## src/rtl/instruction_fetch_if.sv

```systemverilog
// Fetch-stage bus: program-memory request/ack, redirect input, and the decode-side
// instruction stream. The fetch unit uses the master view and its environment the slave view.
interface instruction_fetch_if;
  logic [31:0] o_pc;
  logic        o_instruction_request;
  logic [31:0] i_instruction;
  logic        i_ack;
  logic        i_redirect;
  logic [31:0] i_redirect_pc;
  logic        i_ready;
  logic        o_inst_valid;
  logic [31:0] o_inst;
  logic [31:0] o_inst_pc;
  logic        o_fetch_fault;

  modport master (
    output o_pc, o_instruction_request, o_inst_valid, o_inst, o_inst_pc, o_fetch_fault,
    input  i_instruction, i_ack, i_redirect, i_redirect_pc, i_ready
  );

  modport slave (
    input  o_pc, o_instruction_request, o_inst_valid, o_inst, o_inst_pc, o_fetch_fault,
    output i_instruction, i_ack, i_redirect, i_redirect_pc, i_ready
  );
endinterface

```

## src/rtl/instruction_fetch.sv

```systemverilog
// Fetch stage: owns the fetch PC, handshakes with program memory and queues
// {instruction, pc} pairs in a small in-order buffer toward decode.
module instruction_fetch #(
  parameter logic [31:0] RESET_PC  = 32'h0000_0000,
  parameter int          BUF_DEPTH = 2
) (
  input  logic                 i_clk,
  input  logic                 i_rst_n,
  instruction_fetch_if.master  bus
);
  localparam int PW = (BUF_DEPTH > 1) ? $clog2(BUF_DEPTH) : 1;
  localparam int CW = $clog2(BUF_DEPTH + 1);

  typedef enum logic {FETCH, FAULT} state_t;

  state_t         state;
  logic [31:0]    pc;
  logic           fault;
  logic [CW-1:0]  count;
  logic [PW-1:0]  wr_ptr, rd_ptr;
  logic [31:0]    buf_inst [BUF_DEPTH];
  logic [31:0]    buf_pc   [BUF_DEPTH];

  logic req, push, pop;

  // Gated by the reset pin so the request is low for the whole reset interval.
  assign req  = i_rst_n && (state == FETCH) && (count < CW'(BUF_DEPTH)) && !bus.i_redirect;
  assign push = req && bus.i_ack;
  assign pop  = (count != '0) && bus.i_ready;

  always_ff @(posedge i_clk or negedge i_rst_n) begin
    if (!i_rst_n) begin
      state  <= FETCH;
      pc     <= RESET_PC;
      fault  <= 1'b0;
      count  <= '0;
      wr_ptr <= '0;
      rd_ptr <= '0;
      for (int i = 0; i < BUF_DEPTH; i++) begin
        buf_inst[i] <= '0;
        buf_pc[i]   <= '0;
      end
    end else if (bus.i_redirect) begin
      // Flush wins over any same-cycle ack or pop; a misaligned target is kept in pc for debug.
      count  <= '0;
      wr_ptr <= '0;
      rd_ptr <= '0;
      pc     <= bus.i_redirect_pc;
      if (bus.i_redirect_pc[1:0] != 2'b00) begin
        state <= FAULT;
        fault <= 1'b1;
      end else begin
        state <= FETCH;
        fault <= 1'b0;
      end
    end else begin
      if (push) begin
        buf_inst[wr_ptr] <= bus.i_instruction;
        buf_pc[wr_ptr]   <= pc;
        wr_ptr           <= wr_ptr + PW'(1);
        pc               <= pc + 32'd4;
      end
      if (pop) rd_ptr <= rd_ptr + PW'(1);
      case ({push, pop})
        2'b10:   count <= count + CW'(1);
        2'b01:   count <= count - CW'(1);
        default: count <= count;
      endcase
    end
  end

  assign bus.o_pc                  = pc;
  assign bus.o_instruction_request = req;
  assign bus.o_inst_valid          = (count != '0);
  assign bus.o_inst                = buf_inst[rd_ptr];
  assign bus.o_inst_pc             = buf_pc[rd_ptr];
  assign bus.o_fetch_fault         = fault;
endmodule

```

## src/flat_wrapper.sv

```systemverilog
// flat-port wrapper written by rule: the top's interface ports become plain ports
module instruction_fetch_flat 
#(
  parameter logic [31:0] RESET_PC  = 32'h0000_0000,
  parameter int          BUF_DEPTH = 2
)
  (i_clk, i_rst_n, bus_o_pc, bus_o_instruction_request, bus_o_inst_valid, bus_o_inst, bus_o_inst_pc, bus_o_fetch_fault, bus_i_instruction, bus_i_ack, bus_i_redirect, bus_i_redirect_pc, bus_i_ready);
  instruction_fetch_if bus_i ();
  input  logic i_clk;
  input  logic i_rst_n;
  output wire logic [$bits(bus_i.o_pc)-1:0] bus_o_pc;
  output wire logic [$bits(bus_i.o_instruction_request)-1:0] bus_o_instruction_request;
  output wire logic [$bits(bus_i.o_inst_valid)-1:0] bus_o_inst_valid;
  output wire logic [$bits(bus_i.o_inst)-1:0] bus_o_inst;
  output wire logic [$bits(bus_i.o_inst_pc)-1:0] bus_o_inst_pc;
  output wire logic [$bits(bus_i.o_fetch_fault)-1:0] bus_o_fetch_fault;
  input wire logic [$bits(bus_i.i_instruction)-1:0] bus_i_instruction;
  input wire logic [$bits(bus_i.i_ack)-1:0] bus_i_ack;
  input wire logic [$bits(bus_i.i_redirect)-1:0] bus_i_redirect;
  input wire logic [$bits(bus_i.i_redirect_pc)-1:0] bus_i_redirect_pc;
  input wire logic [$bits(bus_i.i_ready)-1:0] bus_i_ready;
  assign bus_o_pc = bus_i.o_pc;
  assign bus_o_instruction_request = bus_i.o_instruction_request;
  assign bus_o_inst_valid = bus_i.o_inst_valid;
  assign bus_o_inst = bus_i.o_inst;
  assign bus_o_inst_pc = bus_i.o_inst_pc;
  assign bus_o_fetch_fault = bus_i.o_fetch_fault;
  assign bus_i.i_instruction = bus_i_instruction;
  assign bus_i.i_ack = bus_i_ack;
  assign bus_i.i_redirect = bus_i_redirect;
  assign bus_i.i_redirect_pc = bus_i_redirect_pc;
  assign bus_i.i_ready = bus_i_ready;
  instruction_fetch #(.RESET_PC(RESET_PC), .BUF_DEPTH(BUF_DEPTH)) u_core (.i_clk(i_clk), .i_rst_n(i_rst_n), .bus(bus_i));
endmodule
```

## config.mk

```make
export PLATFORM = sky130hd
export DESIGN_NAME = instruction_fetch_flat
export DESIGN_NICKNAME = d
export VERILOG_FILES = /design/src/rtl/instruction_fetch_if.sv /design/src/rtl/instruction_fetch.sv /design/src/flat_wrapper.sv
export SDC_FILE = /design/constraint.sdc
export NUM_CORES = 1
export LEC_CHECK = 0
export CAP_MARGIN = 20
export CELL_PAD_IN_SITES_DETAIL_PLACEMENT = 1
export CELL_PAD_IN_SITES_GLOBAL_PLACEMENT = 1
export CORE_ASPECT_RATIO = 0.6
export CORE_MARGIN = 10
export CORE_UTILIZATION = 30
export CTS_BUF_LIST = sky130_fd_sc_hd__clkbuf_4 sky130_fd_sc_hd__clkbuf_8 sky130_fd_sc_hd__clkbuf_16
export DETAILED_ROUTE_END_ITERATION = 10
export PLACE_DENSITY = 0.68
export SYNTH_ARGS = -nofsm -noshare
export SYNTH_HDL_FRONTEND = slang
export SYNTH_SLANG_ARGS = --single-unit
export TNS_END_PERCENT = 30
```

## constraint.sdc

```tcl
create_clock -name i_clk -period 2.9 [get_ports i_clk]
set_input_delay 0.29 -clock i_clk [delete_from_list [all_inputs] [get_ports i_clk]]
set_output_delay 0.29 -clock i_clk [all_outputs]
set_load 0.01 [all_outputs]
```

==> summary.txt, run 1 <==
Route
  – DRC: 0
  – Vias per inst: 4.91
  – Via count: 5370
  – DRT Pass-1 Iters: 4
  – Post-DRT Antenna Nets: 0
  – WL/cell: 20.9 microns
  – DR iter-0 viols: 347
  – Routed WL: 22900 microns

Die
  – Die X: 225 microns
  – # rows: 44
  – Die Y: 143 microns
  – Die area: 32100 sq um
  – Core ar.: 24400 sq um
  – # IOs: 168
  – Starting Density: 0.308

Clock network
  – Hold buffer count at cts: 0
  – Htree depth: 4
  – TritonCTS clock tree: built
  – Post_cts resized: 0
  – Post-CTS setup-driven buffer insertion count: 0
  – CTS Buf Count: 17
  – Clock Sinks: 165
  – Clk buf depth: 2
  – CTS root buf: clkbuf_16
  – Worst-Skew Late Latency: 0.43 ns
  – Clock transition at path regs: 0.06 ns

STA
  – RSZ-0062 raised after global routing: false
  – Fmax: 394 MHz
  – Minimum clock period after layout: 2.54 ns
  – Fin crit share: 0.876
  – Hold Vio Cnt, Final: 6
  – Skew final: 0.00852 ns
  – Hold slack: -0.0210 ns
  – Rel. slew slack: 0.346
  – Worst Tran Pin Value: 0.981 ns
  – Final Max Slew Viols: 0
  – Fin Setup TNS: 0 ns
  – Final WS setup: 0.361 ns
  – Endpoints failing setup: 0

Synth
  – Asr flop ratio synth: 1.00
  – Cells after synthesis: 594
  – Ys flop type: dfrtp_1
  – Flops & latches, synth: 165
  – Leading area contributor after synthesis: dfrtp_1
  – Synth top cells by count: mux2_2 (184), dfrtp_1 (165), nand2_1 (48)
  – Synth warnings: 0
  – Top-count cell post-synth: mux2_2
  – Avg Inst Size Synth: 12.7 sq um
  – Post-synthesis sequential area ratio: 0.548
  – Synthesized Nets: 664
  – Post-synth EDFFs: 0
  – Synth top area share: 0.548
  – Synth Cell Area: 7540 sq um
  – Yosys cell types: 41
  – Synth area leaders: dfrtp_1 (55%), mux2_2 (27%), nand2_1 (2.4%)

Run status
  – Status: complete, but fails checks
  – Failing checks: hold timing

Worst setup path
  – Crit path DAT: 2.25 ns
  – Critical Path Max Stage Delay: 0.68 ns
  – CP required: 2.61 ns
  – Worst path slowest cell: dfrtp_4
  – Crit-path max FO: 23
  – Critical-path cell list: buf_12, mux2_2, clkdlybuf4s50_1
  – CP Capture Type: primary output
  – Cells on worst reg2reg path: 5
  – Critical R2R Launch: u_core.bus.o_pc[8]
  – Reg2reg setup slack: 0.77 ns
  – Critical path class: flop to primary output
  – Crit Reg-Reg Endpoint: u_core.bus.o_pc[31]
  – CP Launch Type: flop

Global routing
  – Largest net degree at the start of global routing: 166
  – Vias in the first global route: 5760
  – Global route total overflow: 0
  – Initial antenna violation count: 1
  – Total track usage: 0.144
  – First-pass GRT wire length: 35400 microns

Place
  – Placed cells: 1063
  – RD Place Congestion: 0.776
  – Dpl cell area: 9650 sq um
  – Placement Setup Slack: 0.734 ns
  – IO Port Bufs: 167
  – Post-DP HPWL: 16000 microns

Layout
  – Nets: 830
  – Area grow syn2layout: 35.9%
  – Post-Layout Inst Area: 10200 sq um
  – ANT cells: 0
  – Ratio of cells with drive above 1 in the final layout: 0.311
  – Layout Cells excl Fill: 1093

Power and ir drop
  – Worst vdd ir: 0.000348 V
  – PD cells: 676 nW/um^2
  – Static Leak: 4.47 nW

Job
  – Total of max-cap violations: 0

Worst hold path
  – HP Class: primary input to async pin
## where the power goes
part	internal (mW)	switching, mW
sequential	2.66	0.242
combinational	1.06	0.661
clock	1.37	0.933
total	5.09	1.84
## cell usage in the layout, fill, tap and decap left out, types with 4 or more instances in the layout
cell	netlist	final
clkbuf_8	0	4
dfrtp_1	165	164
mux2_2	184	184
nor2_1	20	20
a31oi_1	4	4
nand4_1	12	12
nand3_1	13	13
buf_4	1	10
nor2b_1	8	8
buf_12	0	5
o211ai_1	9	9
clkdlybuf4s50_1	0	165
inv_1	7	7
clkbuf_16	0	17
nand3b_1	4	4
o21ai_0	30	30
a21oi_1	7	7
nand2_1	48	47
o311ai_0	9	9
## cell type report
type                    count  area [sq um]
clock buffers              23           495
multi-input cells         387          3250
well taps                 322           403
repair buffers            182          1840
flip-flops and latches    165          4130
inverters                   7          26.3
fillers                  2571         14200
clock inverters             7          97.6
## worst max-delay path: cells and delay by family (launching register included)
| kind | cells | cell delay, ns |
|---|---|---|
| buffers and inverters | 2 | 0.75 |
| muxes | 1 | 0.39 |
| DFF | 1 | 0.68 |
## per-stage QoR
stage,utilization,power [mW]
final,0.419,6.93
after CTS,0.419,7.04
after floorplan,-,3.65
after detailed placement,0.395,4.69
after global routing,0.419,7.30
after global placement,0.395,4.65
## kinds of logic after synthesis
family | share of synthesized area
AO/OA/AOI/OAI | 0.0629
XOR/XNOR | 0.00232
adder cells (fa/ha/maj) | 0.00166
buffers and inverters | 0.0234
flip-flops | 0.548
multiplexers | 0.276
AND/OR/NAND/NOR | 0.0857
## sequential cells by signal, indices dropped and copies added (netlist names)
register,count
u_core.buf_pc,64
u_core.buf_inst,64
u_core.wr_ptr,1
u_core.rd_ptr,1
u_core.state,1
u_core.count,2
u_core.bus.o_pc,32
## per-layer routing
metal,vias to the layer above,global-route usage,share of wire
met5,-,0,0.00087
met4,2,0.0371,0.010
met3,19,0.0474,0.062
met2,121,0.208,0.43
met1,2741,0.202,0.50
li1,2487,-,-
## how the worst max path moves through the flow
stage / slack, ns / start / depth (start not counted) / end
after floorplan: 0.99 / u_core.bus.o_pc[8] / 5 / u_core.bus.o_pc[31]
after global placement: 0.74 / bus_i_ack / 6 / u_core.bus.o_pc[13]
after detailed placement: 0.73 / bus_i_ack / 6 / u_core.bus.o_pc[13]
after CTS: 0.32 / u_core.rd_ptr / 3 / bus_o_inst_pc[13]
after global routing: 0.26 / u_core.rd_ptr / 3 / bus_o_inst_pc[13]
final: 0.36 / u_core.rd_ptr / 3 / bus_o_inst_pc[13]
(Power assumes the default switching activity.)
==> run 2: changes to the inputs <==
Settings changed: CTS_BUF_LIST sky130_fd_sc_hd__clkbuf_4 sky130_fd_sc_hd__clkbuf_8 sky130_fd_sc_hd__clkbuf_16 to sky130_fd_sc_hd__clkbuf_8.
==> summary.txt, run 2 (synthesized netlist as in run 1, its figures left out) <==
Clock network
  – Clock transition at path regs: 0.09 ns (+0.03 ns)
  – Hold buffer count at cts: 0 (unchanged)
  – Post_cts resized: 0 (unchanged)
  – CTS Buf Count: 17 (unchanged)
  – TritonCTS clock tree: built
  – Clk buf depth: 2 (unchanged)
  – Htree depth: 4 (unchanged)
  – Worst-Skew Late Latency: 0.46 ns (+0.03 ns)
  – CTS root buf: clkbuf_8
  – Clock Sinks: 165 (unchanged)
  – Post-CTS setup-driven buffer insertion count: 0 (unchanged)

Worst setup path
  – CP required: 2.61 ns (about the same)
  – Crit-path max FO: 23 (unchanged)
  – CP Capture Type: primary output
  – Critical path class: flop to primary output
  – CP Launch Type: flop
  – Crit path DAT: 2.30 ns (+0.05 ns)

Job
  – Total of max-cap violations: 0 (unchanged)

Die
  – Die Y: 143 microns (unchanged)
  – Core ar.: 24400 sq um (unchanged)
  – # rows: 44 (unchanged)
  – Die area: 32100 sq um (unchanged)
  – # IOs: 168 (unchanged)
  – Die X: 225 microns (unchanged)
  – Starting Density: 0.308 (unchanged)

Route
  – Routed WL: 22600 microns (-1.1%)
  – Vias per inst: 4.93 (+0.26%)
  – WL/cell: 20.7 microns (-1.1%)
  – Via count: 5384 (+0.26%)
  – DRT Pass-1 Iters: 4 (unchanged)
  – DR iter-0 viols: 335 (-3.5%)
  – Post-DRT Antenna Nets: 0 (unchanged)
  – DRC: 0 (unchanged)

Layout
  – Nets: 830 (unchanged)
  – FILL cells: 2584 (+0.51%)
  – Layout Cells excl Fill: 1093 (unchanged)
  – Ratio of cells with drive above 1 in the final layout: 0.309 (-0.00259)
  – Area grow syn2layout: 33.3%
  – Multi-input gate area: 3250 sq um (unchanged)
  – Most frequent cells in the layout: mux2_2 (184), clkdlybuf4s50_1 (165), dfrtp_1 (164), nand2_1 (47), o21ai_0 (30)
  – Most common cell after layout, fill and taps aside: mux2_2
  – Register area: 4130 sq um (unchanged)
  – ANT cells: 0 (unchanged)

STA
  – Endpoints failing setup: 0 (unchanged)
  – Final WS setup: 0.314 ns (-0.0465 ns)
  – RSZ-0062 raised after global routing: false
  – Skew final: 0.0157 ns (+0.00719 ns)
  – Worst Tran Pin Value: 1.15 ns (+0.169 ns)
  – Hold Vio Cnt, Final: 48 (+42)
  – Rel. slew slack: 0.234 (-0.112)
  – Minimum clock period after layout: 2.59 ns (+0.0465 ns)
  – Fin Setup TNS: 0 ns (unchanged)
  – Fmax: 387 MHz (-1.8%)
  – Final Max Slew Viols: 0 (unchanged)
  – Hold slack: -0.125 ns (-0.104 ns)
  – Fin crit share: 0.892 (+0.0161)

Power and ir drop
  – Static Leak: 4.39 nW (-1.9%)
  – Worst vdd ir: 0.000272 V (-22%)
  – PD cells: 628 nW/um^2 (-7.1%)

Global routing
  – Global route total overflow: 0 (unchanged)
  – Total track usage: 0.142 (-0.00215)
  – Vias in the first global route: 5728 (-0.56%)
  – First-pass GRT wire length: 34900 microns (-1.6%)
  – Initial antenna violation count: 1 (unchanged)
  – Largest net degree at the start of global routing: 166 (unchanged)

Place
  – RD Place Congestion: 0.776 (unchanged)
  – Placement Setup Slack: 0.734 ns (unchanged)
  – Post-DP HPWL: 16000 microns (unchanged)
  – Placed cells: 1063 (unchanged)
  – IO Port Bufs: 167 (unchanged)

Run status
  – Status: complete, but fails checks
  – Failing checks: hold timing

Worst hold path
  – HP Class: primary input to async pin
## run 2: changes by cell type in the layout (fill, tap and decap cells not counted), sizes merged
cell	before	now
clkbuf	23	21
inv	7	9
## run 2: worst paths after layout
check	start	end	slack (ns)	cells past startpoint
worst min-delay path	i_rst_n	u_core.buf_pc[49]	-0.13	2
min in group i_clk	bus_i_redirect_pc[23]	u_core.bus.o_pc[23]	0.39	3
max in group asynchronous	i_rst_n	u_core.rd_ptr	1.91	2
worst min register to register	u_core.buf_pc[40]	u_core.buf_pc[40]	0.49	2
worst max register to register	u_core.bus.o_pc[8]	u_core.bus.o_pc[31]	0.80	5
worst max-delay path	u_core.rd_ptr	bus_o_inst_pc[13]	0.31	3
## run 2: cell type report
| class | count | share of cell area |
|---|---|---|
| Inverter | 7 | 0.00262 |
| Timing Repair Buffer | 182 | 0.183 |
| Clock buffer | 21 | 0.0288 |
| Multi-Input combinational cell | 387 | 0.323 |
| Clock inverter | 9 | 0.0105 |
| Tap cell | 322 | 0.0401 |
| Sequential cell | 165 | 0.411 |
## run 2: metal layers
layer,share of wire,routed length [microns],vias to the layer above,GRT usage
met4,0.0089,201,2,0.0349
met3,0.069,1550,15,0.0474
li1,-,-,2486,-
met5,0.00088,20,-,0
met2,0.43,9650,145,0.204
met1,0.49,11200,2736,0.199
## run 2: power by group
part	switching, mW	leakage (nW)	internal, mW
combinational	0.661	2.05	1.06
clock	0.854	0.202	0.843
sequential	0.240	2.14	2.65
## run 2: critical path: stages (launching register included)
cell and delay [ns]:
dfrtp_4 0.69, buf_12 0.26, mux2_2 0.39, clkdlybuf4s50_1 0.50
## run 2: metrics by stage
stage / utilization / cell area (sq um) / hold slack (ns) / power [mW]
2_1_floorplan: - / 7540 / -0.00559 / 3.65
3_3_place_gp: 0.395 / 9650 / 0.456 / 4.65
3_5_place_dp: 0.395 / 9650 / 0.470 / 4.69
4_1_cts: 0.411 / 10000 / 0.0395 / 6.43
5_1_grt: 0.411 / 10000 / 0.0444 / 6.68
6_report: 0.411 / 10000 / -0.125 / 6.31
==> run 3: changes to the inputs <==
Settings changed: CORE_ASPECT_RATIO 0.6 to unset.
Clock period 2.9 ns to 2.79 ns, I/O delays scaled along.
==> summary.txt, run 3 (synthesized netlist as in run 1, its figures left out) <==
Route
  – DRC: 0 (unchanged)
  – Vias per inst: 4.90 (-0.56%)
  – DR iter-0 viols: 319 (-4.8%)
  – Via count: 5398 (+0.26%)
  – DRT Pass-1 Iters: 4 (unchanged)
  – WL/cell: 19.8 microns (-4.2%)
  – Post-DRT Antenna Nets: 0 (unchanged)
  – Routed WL: 21800 microns (-3.4%)

Worst setup path
  – CP Capture Type: primary output
  – Crit path DAT: 2.24 ns (-0.06 ns)
  – CP required: 2.51 ns (-0.10 ns)
  – CP Launch Type: flop
  – Crit-path max FO: 25 (+8.7%)
  – Critical path class: flop to primary output

Power and ir drop
  – Worst vdd ir: 0.000312 V (+15%)
  – Power Total: 6.65 mW (+5.4%)
  – Static Leak: 4.42 nW (+0.62%)
  – PD cells: 658 nW/um^2 (+4.7%)

STA
  – Final WS setup: 0.273 ns (-0.0416 ns)
  – Minimum clock period after layout: 2.52 ns
  – Hold slack: 0.203 ns (+0.328 ns)
  – Fin Setup TNS: 0 ns (unchanged)
  – Final Max Slew Viols: 0 (unchanged)
  – Skew final: 0.0134 ns (-0.00228 ns)
  – Fmax: 397 MHz
  – Hold Vio Cnt, Final: 0 (-100%)
  – Fin crit share: 0.902
  – Worst Tran Pin Value: 0.868 ns (-0.282 ns)
  – Rel. slew slack: 0.422 (+0.188)
  – RSZ-0062 raised after global routing: false
  – Endpoints failing setup: 0 (unchanged)

Layout
  – Util after Layout: 0.412 (+0.00119)
  – Most frequent cells in the layout: mux2_2 (184), clkdlybuf4s50_1 (165), dfrtp_1 (164), nand2_1 (47), o21ai_0 (30)
  – Ratio of cells with drive above 1 in the final layout: 0.314 (+0.00574)
  – Nets: 833 (+0.36%)
  – Area grow syn2layout: 34.2%
  – Layout Cells excl Fill: 1102 (+0.82%)
  – FILL cells: 2612 (+1.1%)
  – Post-Layout Inst Area: 10100 sq um (+0.66%)
  – Most common cell after layout, fill and taps aside: mux2_2

Place
  – Post-DP HPWL: 15300 microns (-4.5%)
  – RD Place Congestion: 0.729 (-6.1%)
  – Placed cells: 1067 (+0.38%)
  – Dpl cell area: 9670 sq um (+0.22%)
  – IO Port Bufs: 167 (unchanged)
  – Placement Setup Slack: 0.597 ns (-0.137 ns)

Clock network
  – Clk buf depth: 2 (unchanged)
  – Post_cts resized: 0 (unchanged)
  – Worst-Skew Late Latency: 0.45 ns (about the same)
  – TritonCTS clock tree: built
  – Clock transition at path regs: 0.10 ns (about the same)
  – CTS Buf Count: 17 (unchanged)
  – CTS root buf: clkbuf_8
  – Clock Sinks: 165 (unchanged)
  – Htree depth: 4 (unchanged)

Die
  – Die area: 31900 sq um (-0.65%)
  – Starting Density: 0.307 (-0.00113)
  – Core ar.: 24500 sq um (+0.37%)
  – Die X: 179 microns (-21%)
  – # rows: 57 (+30%)
  – Die Y: 179 microns (+25%)
  – # IOs: 168 (unchanged)

Global routing
  – Met1 usage: 0.178 (-0.0215)
  – Global route total overflow: 0 (unchanged)
  – First-pass GRT wire length: 34300 microns (-1.7%)
  – Busiest grt layer: met2
  – Met3 GRT Util: 0.0567 (+0.00922)
  – Initial antenna violation count: 3 (+2)
  – Vias in the first global route: 5765 (+0.65%)
  – Grt met2 use: 0.211 (+0.00651)
  – Largest net degree at the start of global routing: 68 (-59%)
  – Total track usage: 0.138 (-0.00420)

Job
  – Total of max-cap violations: 0 (unchanged)

Run status
  – Status: finished clean

Worst hold path
  – HP Class: primary input to async pin
==> run 3: timing repair <==
item / 4_1_cts / 5_1_grt
hold buffers: 1 / 0
setup buffers: 0 / 0
endpoints found under the hold margin: 10 / 0
==> run 3: power by group <==
group	switching (mW)	total [mW]	internal [mW]	leakage (nW)
registers	0.238	3.00	2.76	2.14
logic	0.657	1.76	1.10	2.07
clock network	0.985	1.90	0.912	0.212
total	1.88	6.65	4.77	4.42
==> run 3: path summary, 6_finish.rpt <==
check | startpoint | to | slack (ns) | depth (start not counted)
setup / recovery | u_core.rd_ptr | bus_o_inst_pc[12] | 0.27 | 3
hold / removal | i_rst_n | u_core.buf_inst[24] | 0.20 | 2
setup reg to reg | u_core.count[1] | u_core.buf_inst[60] | 0.60 | 5
hold reg to reg | u_core.buf_pc[23] | u_core.buf_pc[23] | 0.48 | 2
max in group asynchronous | i_rst_n | u_core.buf_inst[25] | 1.12 | 4
min in group i_clk | bus_i_redirect_pc[15] | u_core.bus.o_pc[15] | 0.41 | 3
==> run 3: per-layer routing <==
layer / vias to the layer above / wire length (microns)
met5: - / 13
met3: 14 / 1860
met1: 2744 / 9870
met4: 2 / 174
li1: 2500 / -
met2: 138 / 9930
==> run 3: critical path: stages, from the launching register on <==
cell and delay [ns]:
dfrtp_4 0.63, buf_12 0.25, mux2_2 0.36, clkdlybuf4s50_1 0.53
==> run 3: final cells by class <==
cell class                 count  area [sq um]  area share
multi-input combinational    387          3250       0.321
clock inverter                15           190      0.0188
inverter                       7          26.3     0.00260
sequential                   165          4130       0.409
clock buffer                  17           234      0.0231
timing repair buffer         185          1870       0.185
antenna                        2          5.00    0.000495
tap                          324           405      0.0401
